$ cat src/rtl/risc_toy_fetch.sv
// Instruction fetch unit: issues one-word requests to a fixed-latency memory and
// buffers returned words in a small prefetch queue feeding decode.
module risc_toy_fetch #(
    parameter int unsigned    AW     = 30,
    parameter int unsigned    DEPTH  = 4,
    parameter logic [AW-1:0]  RST_PC = '0
) (
    input  logic                         CLK,
    input  logic                         RST,
    output logic                         IREQ,
    output logic [AW-1:0]                IADDR,
    input  logic [31:0]                  INSTR,
    input  logic                         REDIR_EN,
    input  logic [AW-1:0]                REDIR_PC,
    output logic                         OUT_VALID,
    input  logic                         OUT_READY,
    output logic [31:0]                  OUT_INSTR,
    output logic [AW-1:0]                OUT_PC,
    output logic [$clog2(DEPTH+1)-1:0]   COUNT
);

    localparam int unsigned PW = $clog2(DEPTH);
    localparam int unsigned CW = $clog2(DEPTH + 1);
    localparam int unsigned OW = CW + 1;

    logic [AW-1:0] fpc_q, fpc_d;
    logic          inflight_q;
    logic [AW-1:0] req_pc_q;
    logic [CW-1:0] count_q, count_d;
    logic [PW-1:0] rd_q, wr_q;
    logic [31:0]   ins_mem_q [DEPTH];
    logic [AW-1:0] pc_mem_q  [DEPTH];

    logic          pop;
    logic          push;
    logic [OW-1:0] occ;

    // A redirect flushes everything, so neither a pop nor the returning word counts.
    assign pop  = (count_q != '0) && OUT_READY && !REDIR_EN;
    assign push = inflight_q && !REDIR_EN;

    // Occupancy the queue could reach once the outstanding word lands.
    assign occ  = OW'(count_q) + OW'(inflight_q) - OW'(pop);
    assign IREQ = !RST && !REDIR_EN && (occ < OW'(DEPTH));

    assign IADDR     = fpc_q;
    assign OUT_VALID = (count_q != '0);
    assign OUT_INSTR = ins_mem_q[rd_q];
    assign OUT_PC    = pc_mem_q[rd_q];
    assign COUNT     = count_q;

    always_comb begin
        fpc_d   = fpc_q;
        count_d = count_q;
        if (REDIR_EN) begin
            fpc_d   = REDIR_PC;
            count_d = '0;
        end else begin
            if (IREQ) begin
                fpc_d = fpc_q + 1'b1;
            end
            count_d = count_q + CW'(push) - CW'(pop);
        end
    end

    always_ff @(posedge CLK) begin
        if (RST) begin
            fpc_q      <= RST_PC;
            inflight_q <= 1'b0;
            req_pc_q   <= '0;
            count_q    <= '0;
            rd_q       <= '0;
            wr_q       <= '0;
            for (int unsigned i = 0; i < DEPTH; i++) begin
                ins_mem_q[i] <= '0;
                pc_mem_q[i]  <= '0;
            end
        end else begin
            fpc_q      <= fpc_d;
            count_q    <= count_d;
            inflight_q <= IREQ;
            if (IREQ) begin
                req_pc_q <= fpc_q;
            end
            if (REDIR_EN) begin
                rd_q <= '0;
                wr_q <= '0;
            end else begin
                if (push) begin
                    ins_mem_q[wr_q] <= INSTR;
                    pc_mem_q[wr_q]  <= req_pc_q;
                    wr_q            <= wr_q + 1'b1;
                end
                if (pop) begin
                    rd_q <= rd_q + 1'b1;
                end
            end
        end
    end

endmodule

$ cat config.mk
export PLATFORM = sky130hd
export DESIGN_NAME = risc_toy_fetch
export DESIGN_NICKNAME = d
export VERILOG_FILES = /design/src/rtl/risc_toy_fetch.sv
export SDC_FILE = /design/constraint.sdc
export NUM_CORES = 1
export LEC_CHECK = 0
export BUFFER_PORTS_ARGS = -buffer_cell sky130_fd_sc_hd__clkbuf_2
export CORE_UTILIZATION = 55
export CTS_CLUSTER_DIAMETER = 30
export DETAILED_ROUTE_END_ITERATION = 6
export PLACE_DENSITY = 0.76
export SLEW_MARGIN = 15
export SYNTH_ARGS = -nofsm -noshare
export SYNTH_HDL_FRONTEND = slang
export SYNTH_SLANG_ARGS = --single-unit
$ cat constraint.sdc
create_clock -name CLK -period 5.79 [get_ports CLK]
set_input_delay 0.2895 -clock CLK [delete_from_list [all_inputs] [get_ports CLK]]
set_output_delay 0.2895 -clock CLK [all_outputs]
set_load 0.01 [all_outputs]
==> flow_summary.toml <==
[setup_path]
startpoint_type = "flip-flop"
cp_slowest_cell = "inv_1"
critPathTopFamily = "simple AND/OR/NAND/NOR gates"
rrSetupSlack_ns = 2.02
rr_endpoint = "req_pc_q[24]"
crit_type = "flip-flop to output pin"
crit_path_end_kind = "output pin"
crit_start = "COUNT[0]"
critPathMaxFanout = 30
timing.rr.start = "COUNT[0]"
cp_num_buf_inv = 3
critical-path-max-stage-delay_ns = 0.71
critical_path.cell_chain = "or3_1 -> nand2_1 -> nor2_1 -> ha_1 -> inv_1 -> ha_1 -> and3b_1 -> or4_4 -> a21o_1 -> inv_1 -> clkbuf_2"
reg2regPathDepth = 12
cp.required_ns = 5.50
arrival_ns = 4.18

[grt]
grt_pass1_wl_um = 48600
track_usage_pct = 24.2
antenna_found_initial = 0
grt_pass1_vias = 9299
grt_overflow_total = 0
grt_max_degree = 71

[cts]
post_cts_buffers = 0
cts-resized-gates = 0
clk_latency_ns = 0.56
cts_tree = "built"
path_clk_slew_ns = 0.05
clockBufferDepth = 3
cts_made_buffers = 54
clockRootBuffer = "clkbuf_16"
h-tree-depth = 2
clock_sinks = 318

[sta]
maxSlewHeadroom_pct = 32.5
max_freq_ghz = 0.224
tightest_slew_ns = 1.01
maxSlewViolCount = 0
rsz0062_at_grt = "no"
period_minus_slack_ns = 4.47
fin_skew_ns = 0.0121
finalHoldViolations = 0
holdWs_ns = 0.0149
period_share_pct = 77.2
setup-violations-final = 0
setup-tns-final_ns = 0

[run_status]
outcome = "completed"

[detailed_routing]
firstDrtPassIters = 5
routedWlPerCell_um = 18.9
vias = 9054
via_per_inst = 5.59
routed_wl_um = 30600
drc = 0
antenna_left = 0
drtIter0Drc = 725

[synth]
ys_top_cells_by_count = "248 x edfxtp_1, 164 x nor2_1, 136 x nand2_1"
synth_area_leaders = "edfxtp_1 54%, dfxtp_1 10%, mux4_2 10%"
synthAdderAreaFrac_pct = 0.688
synth-simple-area-share_pct = 14.1
yosysMostFrequentCell = "edfxtp_1"
synth_warnings = 0
syn_area_per_cell_um2 = 12.8
synth_xor_area_share_pct = 1.33
syn_nets = 1154
synth_top_family_by_area = "simple AND/OR/NAND/NOR gates"
syn-cell-area_um2 = 13800
synthArstFlopShare_pct = 0
synth_area_leader_cell = "edfxtp_1"
synth-edff-count = 248
synthMuxAreaShare_pct = 10.2
synth_compound_area_share_pct = 5.40
ys_seq_area_share_pct = 64.0
synthFlopType = "edfxtp_1"
ys_ff_latch = 318
syn_inst = 1081
synth_top_area_share_pct = 53.8
ys_types = 54

[finish]
antenna_cells = 0
final_nets = 1322
fill_cells = 1710
multi_input_area_um2 = 4430
drive_gt1_share_pct = 27.1
syn2layout_area_growth_pct = 21.6
stdcell_area_um2 = 16800
regArea_um2 = 8860
finalNonFillerCells = 1619

[placed_design]
dp_hpwl_um = 17400
portBuffers = 162
postPlaceCellArea_um2 = 14900
globalplace.congestion = 0.838
dp.cells = 1507

[die]
dieArea_um2 = 25800
initial_core_util_pct = 56.5
fp.dieW_um = 161
core_area_um2 = 24500
io_pins = 163
std_cell_rows = 57
die_y_um = 161

[power]
power_density_nw_per_um2 = 357
p_leak_uw = 0.00657
totalPowerFinal_uw = 6000
ir_drop_uv = 232

[job]
cap_violations = 0

[min_path]
hold_path_class = "primary input to flip-flop"
hold_depth = 3
whs_endpoint = "IADDR[6]"
worstHoldStart = "REDIR_PC[6]"
-- power breakdown --
part	switching, uW	internal, uW	total, uW	leakage, uW
clock network	1080	2010	3090	0.000882
logic	180	117	297	0.00255
registers	56.7	2560	2610	0.00314
total	1320	4680	6000	0.00657
-- layout make-up --
| class | instances | area share, % |
|---|---|---|
| Tap cell | 324 | 2.41 |
| Sequential cell | 318 | 52.7 |
| Timing Repair Buffer | 183 | 6.01 |
| Inverter | 78 | 1.74 |
| Clock buffer | 72 | 9.11 |
| Multi-Input combinational cell | 614 | 26.4 |
| Clock inverter | 30 | 1.71 |
-- stage by stage --
step | util (%) | worst slack (ns)
4_1_cts | 68.6 | 0.854
2_1_floorplan | - | 1.71
3_5_place_dp | 60.8 | 1.45
5_1_grt | 68.8 | 1.13
3_3_place_gp | 60.8 | 1.51
6_report | 68.8 | 1.32
-- cell families after synthesis --
kind of cell / after synthesis
compound gates: 94
xor+xnor: 21
fa+ha+maj: 7
buf+inv: 149
flops: 318
mux: 63
simple gates: 429
-- worst max-delay path by stage --
stage | to | slack (ns) | depth (start not counted)
2_1_floorplan | ins_mem_q[1][0] | 1.71 | 4
3_3_place_gp | IREQ | 1.51 | 12
3_5_place_dp | IREQ | 1.45 | 12
4_1_cts | IREQ | 0.85 | 12
5_1_grt | IREQ | 1.13 | 11
6_report | IREQ | 1.32 | 11
-- worst register-to-register path, cell delays in order (launching register included) --
cell     delay (ns)
dfxtp_1        0.33
or3_1          0.42
nand2_1        0.13
nor2_1         0.07
ha_1           0.21
inv_1          0.06
ha_1           0.21
and3b_1        0.17
or4_4          0.66
a21o_1         0.39
inv_1          0.71
nand2_1        0.16
a21oi_1        0.18
-- registers in the layout, indices dropped and copies added (netlist names), named ones only --
signal	count
COUNT	3
rd_q	2
pc_mem_q	120
ins_mem_q	128
wr_q	2
IADDR	30
req_pc_q	30
inflight_q	1
-- timing repair --
item / in CTS / in global routing
setup endpoints to repair: 0 / 0
hold buffers: 9 / 0
hold endpoints to repair: 9 / 0
-- metal layers --
metal / vias to the layer above / global-route usage (%) / routed length (um)
met5: - / 0 / 0
met4: 0 / 6.80 / 588
met3: 55 / 4.24 / 2170
met2: 384 / 40.9 / 15200
met1: 4409 / 32.5 / 12600
li1: 4206 / - / -
-- placed cells by master, fill, tap and decap left out, drive strengths merged, types with 4 or more instances in the layout --
cell / instances
and2: 67
a311oi: 4
edfxtp: 248
clkinv: 13
nand3: 17
a2111oi: 11
clkbuf: 234
inv: 87
buf: 12
dlygate4sd3: 9
clkinvlp: 5
xnor2: 18
nor2: 164
and3: 4
nand4: 9
and4: 7
nand2: 136
mux4: 62
dfxtp: 70
a211oi: 19
or4: 6
a21oi: 38
ha: 6
Note: power is estimated with default switching activity, not from simulation.
